File: config.mk
export PLATFORM = sky130hd
export DESIGN_NAME = dmem_access_ctrl_flat
export DESIGN_NICKNAME = d
export VERILOG_FILES = /design/src/rtl/dmem_ctrl_pkg.sv /design/src/rtl/dmem_access_ctrl_if.sv /design/src/rtl/dmem_rr_arb.sv /design/src/rtl/dmem_access_ctrl.sv /design/src/flat_wrapper.sv
export SDC_FILE = /design/constraint.sdc
export NUM_CORES = 1
export LEC_CHECK = 0
export ABC_CLOCK_PERIOD_IN_PS = 1930
export CAP_MARGIN = 20
export CORE_MARGIN = 3
export CORE_UTILIZATION = 41
export CTS_BUF_LIST = sky130_fd_sc_hd__clkbuf_8 sky130_fd_sc_hd__clkbuf_16
export DETAILED_ROUTE_END_ITERATION = 8
export GPL_ROUTABILITY_DRIVEN = 0
export HOLD_SLACK_MARGIN = 0.03
export PLACE_DENSITY_LB_ADDON = 0.2
export SYNTH_ARGS = -nofsm -noshare
export SYNTH_HDL_FRONTEND = slang
export SYNTH_SLANG_ARGS = --single-unit
File: constraint.sdc
create_clock -name clk_i -period 1.93 [get_ports clk_i]
set_input_delay 0.386 -clock clk_i [delete_from_list [all_inputs] [get_ports clk_i]]
set_output_delay 0.386 -clock clk_i [all_outputs]
set_load 0.02 [all_outputs]
File: src/rtl/dmem_ctrl_pkg.sv
// dmem_ctrl_pkg: shared types for the data-memory access controller.
// Optional perf counter is enabled with DMEM_CTRL_PERF_EN.
package dmem_ctrl_pkg;
   typedef enum logic [1:0] {IDLE, BUSY, RESP} state_t;
   typedef enum logic {OWN_CPU = 1'b0, OWN_DBG = 1'b1} owner_t;
   localparam owner_t LAST_GRANT_RST = OWN_DBG;
endpackage

File: src/rtl/dmem_access_ctrl_if.sv
// dmem_access_ctrl_if: requester ports (cpu, dbg) and memory bus.
// slave = controller side, master = requesters + memory side.
interface dmem_access_ctrl_if #(
   parameter int ADDR_W = 32,
   parameter int DATA_W = 32
);
   logic              cpu_req_i;
   logic              cpu_we_i;
   logic [ADDR_W-1:0] cpu_addr_i;
   logic [DATA_W-1:0] cpu_wdata_i;
   logic [DATA_W-1:0] cpu_rdata_o;
   logic              cpu_stall_o;
   logic              dbg_req_i;
   logic              dbg_we_i;
   logic [ADDR_W-1:0] dbg_addr_i;
   logic [DATA_W-1:0] dbg_wdata_i;
   logic [DATA_W-1:0] dbg_rdata_o;
   logic              dbg_ack_o;
   logic              mem_en_o;
   logic              mem_we_o;
   logic [ADDR_W-3:0] mem_addr_o;
   logic [DATA_W-1:0] mem_wdata_o;
   logic [DATA_W-1:0] mem_rdata_i;

   modport slave (
      input  cpu_req_i, cpu_we_i, cpu_addr_i, cpu_wdata_i,
      output cpu_rdata_o, cpu_stall_o,
      input  dbg_req_i, dbg_we_i, dbg_addr_i, dbg_wdata_i,
      output dbg_rdata_o, dbg_ack_o,
      output mem_en_o, mem_we_o, mem_addr_o, mem_wdata_o,
      input  mem_rdata_i
   );

   modport master (
      output cpu_req_i, cpu_we_i, cpu_addr_i, cpu_wdata_i,
      input  cpu_rdata_o, cpu_stall_o,
      output dbg_req_i, dbg_we_i, dbg_addr_i, dbg_wdata_i,
      input  dbg_rdata_o, dbg_ack_o,
      input  mem_en_o, mem_we_o, mem_addr_o, mem_wdata_o,
      output mem_rdata_i
   );
endinterface

File: src/rtl/dmem_rr_arb.sv
// dmem_rr_arb: 2-way round-robin arbiter, bit0 = CPU, bit1 = DBG.
module dmem_rr_arb
   import dmem_ctrl_pkg::*;
(
   input  logic       clk_i,
   input  logic       rst_i,
   input  logic [1:0] req_i,
   input  logic       enable_i,
   output logic [1:0] grant_o,
   output owner_t     last_grant_o
);
   owner_t last_q, last_d;

   always_comb begin
      grant_o = 2'b00;
      if (enable_i) begin
         case (req_i)
            2'b01:   grant_o = 2'b01;
            2'b10:   grant_o = 2'b10;
            2'b11:   grant_o = (last_q == OWN_DBG) ? 2'b01 : 2'b10;
            default: grant_o = 2'b00;
         endcase
      end
   end

   always_comb begin
      last_d = last_q;
      if (grant_o[0]) last_d = OWN_CPU;
      else if (grant_o[1]) last_d = OWN_DBG;
   end

   always_ff @(posedge clk_i) begin
      if (!rst_i) last_q <= LAST_GRANT_RST;
      else        last_q <= last_d;
   end

   assign last_grant_o = last_q;
endmodule

File: src/rtl/dmem_access_ctrl.sv
// dmem_access_ctrl: sequences cpu/dbg accesses to a fixed-latency dmem.
// Define DMEM_CTRL_PERF_EN to add the perf_stall_cnt_o counter.
module dmem_access_ctrl
   import dmem_ctrl_pkg::*;
#(
   parameter int ADDR_W  = 32,
   parameter int DATA_W  = 32,
   parameter int LATENCY = 2
) (
   input  logic        clk_i,
   input  logic        rst_i,
   input  logic        start_i,
`ifdef DMEM_CTRL_PERF_EN
   output logic [31:0] perf_stall_cnt_o,
`endif
   dmem_access_ctrl_if.slave bus
);
   localparam int CNT_W = $clog2(LATENCY + 1);
   localparam logic [CNT_W-1:0] CNT_LOAD = CNT_W'(LATENCY - 1);

   state_t              state_q, state_d;
   logic [CNT_W-1:0]    cnt_q, cnt_d;
   logic                we_q, we_d;
   logic [ADDR_W-3:0]   addr_q, addr_d;
   logic [DATA_W-1:0]   wdata_q, wdata_d;
   logic [DATA_W-1:0]   crd_q, crd_d;
   logic [DATA_W-1:0]   drd_q, drd_d;
   logic [1:0]          grant;
   owner_t              owner;
   logic                stall;
   logic                unused_addr_lsbs;

   assign unused_addr_lsbs = ^{bus.cpu_addr_i[1:0], bus.dbg_addr_i[1:0]};

   // last_grant only moves on a grant, so it names the in-flight owner
   dmem_rr_arb u_arb (
      .clk_i       (clk_i),
      .rst_i       (rst_i),
      .req_i       ({bus.dbg_req_i, bus.cpu_req_i}),
      .enable_i    (state_q == IDLE && start_i),
      .grant_o     (grant),
      .last_grant_o(owner)
   );

   always_comb begin
      state_d = state_q;
      cnt_d   = cnt_q;
      we_d    = we_q;
      addr_d  = addr_q;
      wdata_d = wdata_q;
      crd_d   = crd_q;
      drd_d   = drd_q;
      case (state_q)
         IDLE: begin
            unique case (1'b1)
               grant[1]: begin
                  we_d    = bus.dbg_we_i;
                  addr_d  = bus.dbg_addr_i[ADDR_W-1:2];
                  wdata_d = bus.dbg_wdata_i;
                  cnt_d   = CNT_LOAD;
                  state_d = BUSY;
               end
               grant[0]: begin
                  we_d    = bus.cpu_we_i;
                  addr_d  = bus.cpu_addr_i[ADDR_W-1:2];
                  wdata_d = bus.cpu_wdata_i;
                  cnt_d   = CNT_LOAD;
                  state_d = BUSY;
               end
               default: ;
            endcase
         end
         BUSY: begin
            if (cnt_q == '0) begin
               state_d = RESP;
               if (!we_q) begin
                  if (owner == OWN_DBG) drd_d = bus.mem_rdata_i;
                  else                  crd_d = bus.mem_rdata_i;
               end
            end else begin
               cnt_d = cnt_q - 1'b1;
            end
         end
         RESP:    state_d = IDLE;
         default: state_d = IDLE;
      endcase
   end

   always_ff @(posedge clk_i) begin
      if (!rst_i) begin
         state_q <= IDLE;
         cnt_q   <= '0;
         we_q    <= 1'b0;
         addr_q  <= '0;
         wdata_q <= '0;
         crd_q   <= '0;
         drd_q   <= '0;
      end else begin
         state_q <= state_d;
         cnt_q   <= cnt_d;
         we_q    <= we_d;
         addr_q  <= addr_d;
         wdata_q <= wdata_d;
         crd_q   <= crd_d;
         drd_q   <= drd_d;
      end
   end

   assign stall = bus.cpu_req_i &&
                  !(state_q == RESP && owner == OWN_CPU);

   assign bus.cpu_stall_o = stall;
   assign bus.cpu_rdata_o = crd_q;
   assign bus.dbg_rdata_o = drd_q;
   assign bus.dbg_ack_o   = (state_q == RESP) && (owner == OWN_DBG);
   assign bus.mem_en_o    = (state_q == BUSY) && (cnt_q == CNT_LOAD);
   assign bus.mem_we_o    = (state_q == BUSY) && we_q;
   assign bus.mem_addr_o  = addr_q;
   assign bus.mem_wdata_o = wdata_q;

`ifdef DMEM_CTRL_PERF_EN
   logic [31:0] perf_q, perf_d;

   always_comb begin
      perf_d = perf_q;
      if (stall && perf_q != 32'hFFFF_FFFF) perf_d = perf_q + 32'd1;
   end

   always_ff @(posedge clk_i) begin
      if (!rst_i) perf_q <= '0;
      else        perf_q <= perf_d;
   end

   assign perf_stall_cnt_o = perf_q;
`endif
endmodule

File: src/flat_wrapper.sv
// flat-port wrapper written by rule: the top's interface ports become plain ports
module dmem_access_ctrl_flat import dmem_ctrl_pkg::*;
#(
   parameter int ADDR_W  = 32,
   parameter int DATA_W  = 32,
   parameter int LATENCY = 2
)
  (clk_i, rst_i, start_i, bus_cpu_req_i, bus_cpu_we_i, bus_cpu_addr_i, bus_cpu_wdata_i, bus_cpu_rdata_o, bus_cpu_stall_o, bus_dbg_req_i, bus_dbg_we_i, bus_dbg_addr_i, bus_dbg_wdata_i, bus_dbg_rdata_o, bus_dbg_ack_o, bus_mem_en_o, bus_mem_we_o, bus_mem_addr_o, bus_mem_wdata_o, bus_mem_rdata_i);
  dmem_access_ctrl_if #(.ADDR_W(ADDR_W), .DATA_W(DATA_W)) bus_i ();
  input  logic clk_i;
  input  logic rst_i;
  input  logic start_i;
  input wire logic [$bits(bus_i.cpu_req_i)-1:0] bus_cpu_req_i;
  input wire logic [$bits(bus_i.cpu_we_i)-1:0] bus_cpu_we_i;
  input wire logic [$bits(bus_i.cpu_addr_i)-1:0] bus_cpu_addr_i;
  input wire logic [$bits(bus_i.cpu_wdata_i)-1:0] bus_cpu_wdata_i;
  output wire logic [$bits(bus_i.cpu_rdata_o)-1:0] bus_cpu_rdata_o;
  output wire logic [$bits(bus_i.cpu_stall_o)-1:0] bus_cpu_stall_o;
  input wire logic [$bits(bus_i.dbg_req_i)-1:0] bus_dbg_req_i;
  input wire logic [$bits(bus_i.dbg_we_i)-1:0] bus_dbg_we_i;
  input wire logic [$bits(bus_i.dbg_addr_i)-1:0] bus_dbg_addr_i;
  input wire logic [$bits(bus_i.dbg_wdata_i)-1:0] bus_dbg_wdata_i;
  output wire logic [$bits(bus_i.dbg_rdata_o)-1:0] bus_dbg_rdata_o;
  output wire logic [$bits(bus_i.dbg_ack_o)-1:0] bus_dbg_ack_o;
  output wire logic [$bits(bus_i.mem_en_o)-1:0] bus_mem_en_o;
  output wire logic [$bits(bus_i.mem_we_o)-1:0] bus_mem_we_o;
  output wire logic [$bits(bus_i.mem_addr_o)-1:0] bus_mem_addr_o;
  output wire logic [$bits(bus_i.mem_wdata_o)-1:0] bus_mem_wdata_o;
  input wire logic [$bits(bus_i.mem_rdata_i)-1:0] bus_mem_rdata_i;
  assign bus_i.cpu_req_i = bus_cpu_req_i;
  assign bus_i.cpu_we_i = bus_cpu_we_i;
  assign bus_i.cpu_addr_i = bus_cpu_addr_i;
  assign bus_i.cpu_wdata_i = bus_cpu_wdata_i;
  assign bus_cpu_rdata_o = bus_i.cpu_rdata_o;
  assign bus_cpu_stall_o = bus_i.cpu_stall_o;
  assign bus_i.dbg_req_i = bus_dbg_req_i;
  assign bus_i.dbg_we_i = bus_dbg_we_i;
  assign bus_i.dbg_addr_i = bus_dbg_addr_i;
  assign bus_i.dbg_wdata_i = bus_dbg_wdata_i;
  assign bus_dbg_rdata_o = bus_i.dbg_rdata_o;
  assign bus_dbg_ack_o = bus_i.dbg_ack_o;
  assign bus_mem_en_o = bus_i.mem_en_o;
  assign bus_mem_we_o = bus_i.mem_we_o;
  assign bus_mem_addr_o = bus_i.mem_addr_o;
  assign bus_mem_wdata_o = bus_i.mem_wdata_o;
  assign bus_i.mem_rdata_i = bus_mem_rdata_i;
  dmem_access_ctrl #(.ADDR_W(ADDR_W), .DATA_W(DATA_W), .LATENCY(LATENCY)) u_core (.clk_i(clk_i), .rst_i(rst_i), .start_i(start_i), .bus(bus_i));
endmodule
==> impl_metrics.csv, run 1 <==
group,metric,value,unit
worst_setup_path,r2r_slack,290,ps
run,max-cap-violations,0,
logic_synthesis,ys_seq_area_share,44.6,%
final_layout,design_area,0.00972,mm2
logic_synthesis,async_reset_ff_share,0,%
final_layout,final_nets,1057,
grt,grt_max_degree,66,
grt,antenna_found_initial,0,
logic_synthesis,ys_ff_latch,132,
floorplanning,die_area,0.0159,mm2
worst_setup_path,critPathMaxStageDelay,360,ps
worst_setup_path,worstPathArrival,1460,ps
pwr,power_frac_comb,21.5,%
outcome,status,"complete, no violations",
detailed_routing,via_per_inst,5.85,
grt,grt_usage,24.9,%
pwr,clockPowerShare,41.9,%
worst_setup_path,critPathBufInv,1,
worst_setup_path,cp_top_family,"simple AND/OR/NAND/NOR gates",
timing,hold_violations,0,
cts,ctsHoldBuffers,0,
pwr,cellPowerDensity,841,mW/mm2
detailed_routing,vias,6325,
worst_setup_path,cp_max_fo,3,
cts,cts_root_buffer,"clkbuf_16",
pwr,vdd.ir_drop.worst,0.000510,V
pwr,swShare,26.2,%
grt,grt_first_pass_wirelength,32.5,mm
floorplanning,fp.coreArea,0.0140,mm2
timing,setup_slack,81.1,ps
timing,fmax,0.541,GHz
cts,clk_latency,420,ps
logic_synthesis,synth.distinct_cells,32,
pwr,internal_power,0.00603,W
final_layout,fillCellCount,1061,
detailed_routing,first_pass_iters,7,
logic_synthesis,synth_edf_count,0,
worst_setup_path,reg2reg_depth,5,
grt,grt_busiest_layer,"met2",
worst_hold_path,hold_depth,4,
grt,gr-usage-met3,9.63,%
final_layout,mostFrequentLayoutCell,"clkdlybuf4s50_1",
grt,use_met2,41.3,%
worst_hold_path,hold_path_class,"in2reg",
detailed_routing,wirelength,20.3,mm
timing,finalClockSkew,9.22,ps
timing,finalCritPeriodShare,95.8,%
place,port_buffers,292,
worst_setup_path,crit_required,1540,ps
cts,h-tree-depth,4,
floorplanning,placementRows,43,
worst_setup_path,criticalPathCategory,"reg2out",
timing,slew_headroom,51.9,%
logic_synthesis,synthesis.nets,798,
final_layout,antenna_cells,0,
worst_setup_path,cp-end-kind,"output pin",
logic_synthesis,syn-cell-area,0.00593,mm2
worst_hold_path,min_from,"bus_cpu_req_i",
timing,tightestPinTransition,721,ps
cts,clk_pin_slew,60,ps
detailed_routing,drc,0,
pwr,seq_power_share,36.6,%
cts,cts_tree,"done",
place,hpwlAfterDp,14.0,mm
timing,setup_viol,0,
final_layout,area_delta_synth_final,64.1,%
cts,numCtsBuffers,17,
timing,rsz0062_at_grt,"no",
worst_setup_path,critPathSlowestCell,"dlygate4sd2_1",
floorplanning,die_y,126,um
timing,layout_min_cycle_time,1850,ps
floorplanning,initial_core_util,42.4,%
logic_synthesis,syn_inst,629,
detailed_routing,wire_per_inst,18.8,um
worst_setup_path,r2r-start,"u_core.u_arb.last_grant_o$_SDFFE_PN1P_",
worst_hold_path,min_delay_worst_endpoint,"u_core.u_arb.last_grant_o$_SDFFE_PN1P_",
timing,slew_violations,0,
logic_synthesis,yosys_warnings,0,
place,place_area,0.00910,mm2
cts,ctsLongestPathBuffers,2,
grt,overflow,0,
place,pre_cts_slack,-10.9,ps
worst_setup_path,crit_chain,"nor2b_1 -> and2_1 -> dlygate4sd2_1",
logic_synthesis,synth_flop_cell,"dfxtp_1",
floorplanning,die_w,126,um
worst_setup_path,cp-start-kind,"register",
grt,grt_util_met1,29.1,%
logic_synthesis,avgSynthCellArea,9.42,um2
pwr,p_sw,0.00214,W
pwr,power_leakage,3.65,nW
final_layout,drive_above_1_share,7.99,%
floorplanning,pin_count,297,
final_layout,final_util,69.5,%
cts,clock_sinks,132,
worst_setup_path,r2r_end,"u_core.bus.mem_wdata_o[17]$_SDFFE_PN0P_",
detailed_routing,drtIter0Drc,459,
final_layout,final_cell_mix,"clkdlybuf4s50_1, dfxtp_1, nand3_1, o21ai_0, a21oi_1",
detailed_routing,ant_nets,0,
cts,cts_setup_buffers,0,
grt,grt_pass1_vias,6239,
[sequential cells by signal, summed over array words and instances, names as in the netlist]
name and flops:
u_core.bus.mem_addr_o 30, u_core.u_arb.last_grant_o 1, u_core.bus.cpu_rdata_o 32, u_core.bus.dbg_rdata_o 32
u_core.bus.mem_wdata_o 32, u_core.we_q 1, u_core.cnt_q 2, u_core.state_q 2
[power groups by stage]
stage | registers [W] | logic, W | clock network (W)
after floorplan | 0.00324 | 0.000652 | 0
after global placement | 0.00304 | 0.00172 | 0
after detailed placement | 0.00305 | 0.00176 | 0
after CTS | 0.00300 | 0.00177 | 0.00347
after global routing | 0.00301 | 0.00188 | 0.00360
final | 0.00300 | 0.00176 | 0.00342
[tightest hold or removal path, stage by stage]
cell and delay (ps):
buf_2 120, buf_4 160, nand3_1 80, a21o_1 100
[repair_timing]
item / CTS / global route
resized for setup: 4 / 0
endpoints found under the hold margin: 0 / 0
endpoints found under the setup margin: 4 / 0
[kinds of logic after synthesis]
group / Yosys count / synth area share, %
AO/OA/AOI/OAI: 262 / 31.7
adder cells (fa/ha/maj): 2 / 0.422
buffers and inverters: 88 / 6.27
flip-flops: 132 / 44.6
AND/OR/NAND/NOR: 145 / 17.0
[routing by layer]
| layer | vias to the layer above | routed length (um) |
|---|---|---|
| li1 | 2941 | - |
| met1 | 3023 | 7840 |
| met2 | 325 | 9900 |
| met3 | 36 | 2100 |
| met4 | 0 | 480 |
| met5 | - | 0 |
[Yosys cell counts (4+ instances only)]
| library cell | n | share of area, % |
|---|---|---|
| inv_1 | 5 | 0.32 |
| buf_1 | 6 | 0.38 |
| buf_4 | 4 | 0.51 |
| buf_2 | 20 | 1.7 |
| o2111a_1 | 63 | 12 |
| nand4b_1 | 63 | 9.3 |
| nand3_1 | 65 | 5.5 |
| a21o_1 | 64 | 8.1 |
| dfxtp_1 | 132 | 45 |
| a21oi_1 | 65 | 5.5 |
| o21ai_0 | 65 | 5.5 |
| clkbuf_1 | 52 | 3.3 |
[cell type report]
type	count	area (um2)	share of cell area [%]
flip-flops and latches	132	2640	27.2
clock inverters	14	188	1.93
multi-input cells	409	2920	30.0
clock buffers	18	439	4.52
inverters	5	18.8	0.193
repair buffers	323	3290	33.8
well taps	180	225	2.32
[worst max-delay path by stage]
stage | startpoint | end | slack (ps) | cells after the start
after floorplan | u_core.u_arb.last_grant_o$_SDFFE_PN1P_ | bus_dbg_ack_o | 240 | 4
after global placement | start_i | u_core.bus.mem_wdata_o[1]$_SDFFE_PN0P_ | 7 | 5
after detailed placement | start_i | u_core.bus.mem_wdata_o[17]$_SDFFE_PN0P_ | -10 | 6
after CTS | u_core.state_q[0]$_SDFFE_PN0P_ | bus_mem_en_o | 60 | 3
after global routing | u_core.cnt_q[0]$_SDFFE_PN0P_ | bus_mem_en_o | 20 | 3
final | u_core.state_q[0]$_SDFFE_PN0P_ | bus_mem_en_o | 80 | 3
[metrics by stage]
step	power (W)	hold slack, ps	TNS [ps]	cells
2_1_floorplan	0.00390	473	0	629
3_3_place_gp	0.00477	459	0	1049
3_5_place_dp	0.00481	467	-19.1	1049
4_1_cts	0.00823	449	0	1081
5_1_grt	0.00849	468	0	1081
6_report	0.00818	467	0	1081
No activity file was read; power rests on OpenSTA's default activity.
==> run 2, diff against run 1 <==
- CORE_UTILIZATION: 41 -> 48
- DONT_BUFFER_PORTS: unset -> 1
==> run 2 against run 1 <==
Against the previous run:
- global-route usage down 1.7 points
- sequential cell count unchanged
- highest routed layer is now met5
- wire length down 16%
- largest power group unchanged
- fmax up 1.4%
- via count down 21%
- clock power about the same
- clock skew down 2.7 ps
- critical endpoint is now bus_mem_we_o
- largest cell class is now multi-input combinational cells
- utilization down 13 points
- worst setup slack better by 25 ps
==> impl_metrics.csv, run 2 (same netlist as run 1, synthesis figures left out) <==
group,metric,value,unit
outcome,status,"complete, no violations",
cts,numCtsBuffers,17,
timing,hold_ws,111,ps
grt,grt_max_degree,69,
cts,cts_setup_buffers,0,
floorplanning,fp.coreArea,0.0118,mm2
worst_setup_path,worstPathArrival,1440,ps
timing,rsz0062_at_grt,"no",
floorplanning,die_area,0.0137,mm2
pwr,clockPowerShare,46.3,%
grt,antenna_found_initial,2,
timing,slew_headroom,52.7,%
pwr,power_frac_comb,9.9,%
final_layout,drive_above_1_share,9.29,%
pwr,internal_power,0.00545,W
detailed_routing,drc,0,
detailed_routing,first_pass_iters,8,
final_layout,final_nets,748,
floorplanning,initial_core_util,50.4,%
worst_setup_path,criticalPathCategory,"reg2out",
pwr,p_sw,0.00193,W
worst_setup_path,cp_max_fo,8,
timing,setup_viol,0,
timing,tns,0,ps
timing,hold_violations,0,
cts,clock_sinks,132,
pwr,seq_power_share,43.8,%
floorplanning,die_y,117,um
timing,finalCritPeriodShare,94.5,%
worst_setup_path,cp-end-kind,"output pin",
detailed_routing,vias,4973,
detailed_routing,wire_per_inst,22.5,um
detailed_routing,ant_nets,0,
run,max-cap-violations,0,
grt,overflow,0,
final_layout,mostFrequentLayoutCell,"dfxtp_1",
place,pre_cts_slack,280,ps
cts,ctsHoldBuffers,0,
cts,h-tree-depth,4,
place,hpwlAfterDp,10.9,mm
cts,cts_tree,"done",
timing,setup_slack,106,ps
floorplanning,die_w,117,um
floorplanning,pin_count,297,
timing,tightestPinTransition,710,ps
timing,slew_violations,0,
place,placed_cells,724,
final_layout,area_delta_synth_final,11.3,%
pwr,power_leakage,2.43,nW
detailed_routing,via_per_inst,6.57,
worst_setup_path,critPathMaxStageDelay,480,ps
worst_setup_path,critPathSlowestCell,"dfxtp_1",
detailed_routing,wirelength,17.0,mm
place,port_buffers,0,
timing,fmax,0.548,GHz
worst_hold_path,hold_path_class,"in2reg",
timing,layout_min_cycle_time,1820,ps
cts,clk_latency,420,ps
pwr,swShare,26.2,%
worst_setup_path,crit_chain,"nor2b_1 -> and2_1",
cts,cts_resized,0,
worst_setup_path,cp-start-kind,"register",
floorplanning,placementRows,39,
final_layout,finalNonFillerCells,757,
grt,grt_first_pass_wirelength,24.9,mm
final_layout,final_cell_mix,"dfxtp_1, nand3_1, o21ai_0, a21oi_1, a21o_1",
timing,finalClockSkew,6.53,ps
cts,clk_pin_slew,60,ps
grt,grt_pass1_vias,4687,
grt,grt_usage,23.2,%
cts,ctsLongestPathBuffers,2,
cts,cts_root_buffer,"clkbuf_16",
detailed_routing,drtIter0Drc,420,
pwr,vdd.ir_drop.worst,0.000497,V
worst_setup_path,r2r_slack,260,ps
worst_setup_path,crit_required,1540,ps
pwr,cellPowerDensity,1120,mW/mm2
-- run 2: changes by cell type in the layout (fill, tap and decap cells not counted), moves of 3 or more --
cell,delta
clkdlybuf4s50_1,-286
buf_4,-10
buf_12,-7
clkbuf_8,+4
dlygate4sd2_1,-4
clkinv_4,-3
-- run 2: path summary, 6_finish.rpt --
path / startpoint / to / cells past startpoint
worst max register to register: u_core.state_q[0]$_SDFFE_PN0P_ / u_core.bus.mem_wdata_o[28]$_SDFFE_PN0P_ / 4
worst min-delay path: bus_mem_rdata_i[17] / u_core.bus.cpu_rdata_o[17]$_SDFFE_PN0P_ / 2
worst max-delay path: u_core.state_q[0]$_SDFFE_PN0P_ / bus_mem_we_o / 2
worst min register to register: u_core.cnt_q[0]$_SDFFE_PN0P_ / u_core.cnt_q[0]$_SDFFE_PN0P_ / 1
-- run 2: cell type report --
class	instances	area, um2
Fill cell	1060	5160
Multi-Input combinational cell	409	2920
Sequential cell	132	2640
Clock buffer	22	494
Tap cell	164	205
Timing Repair Buffer	14	168
Clock inverter	10	144
Inverter	5	18.8
Antenna cell	1	2.50
-- run 2: stage by stage --
step | util [%] | power [W] | cell area (um2)
after floorplan | - | 0.00390 | 5930
after global placement | 50.6 | 0.00400 | 5950
after detailed placement | 50.6 | 0.00403 | 5950
after CTS | 56.1 | 0.00747 | 6590
after global routing | 56.1 | 0.00768 | 6600
final | 56.1 | 0.00739 | 6600
-- run 2: per-layer routing --
layer | routed length [um] | track usage, % | up-vias
met2 | 8530 | 38.2 | 241
li1 | - | - | 2334
met4 | 315 | 9.48 | 2
met3 | 1900 | 10.5 | 26
met5 | 13 | 0 | -
met1 | 6250 | 26.1 | 2370
-- run 2: power by group through the flow --
stage | Combinational (W) | Sequential (W) | Clock (W)
2_1_floorplan | 0.000652 | 0.00324 | 0
3_3_place_gp | 0.000701 | 0.00330 | 0
3_5_place_dp | 0.000728 | 0.00330 | 0
4_1_cts | 0.000730 | 0.00324 | 0.00350
5_1_grt | 0.000806 | 0.00325 | 0.00362
6_report | 0.000731 | 0.00324 | 0.00342
-- run 2: worst max-delay path, delay by kind of cell (launching register included) --
kind / cells / cell delay, ps
DFF: 1 / 480
and+or+nand+nor: 2 / 540
==> run 3, diff against run 2 <==
- TNS_END_PERCENT: unset -> 5
==> results of run 3 <==
The final DEF is identical to that of run 2; final timing and power are the same.
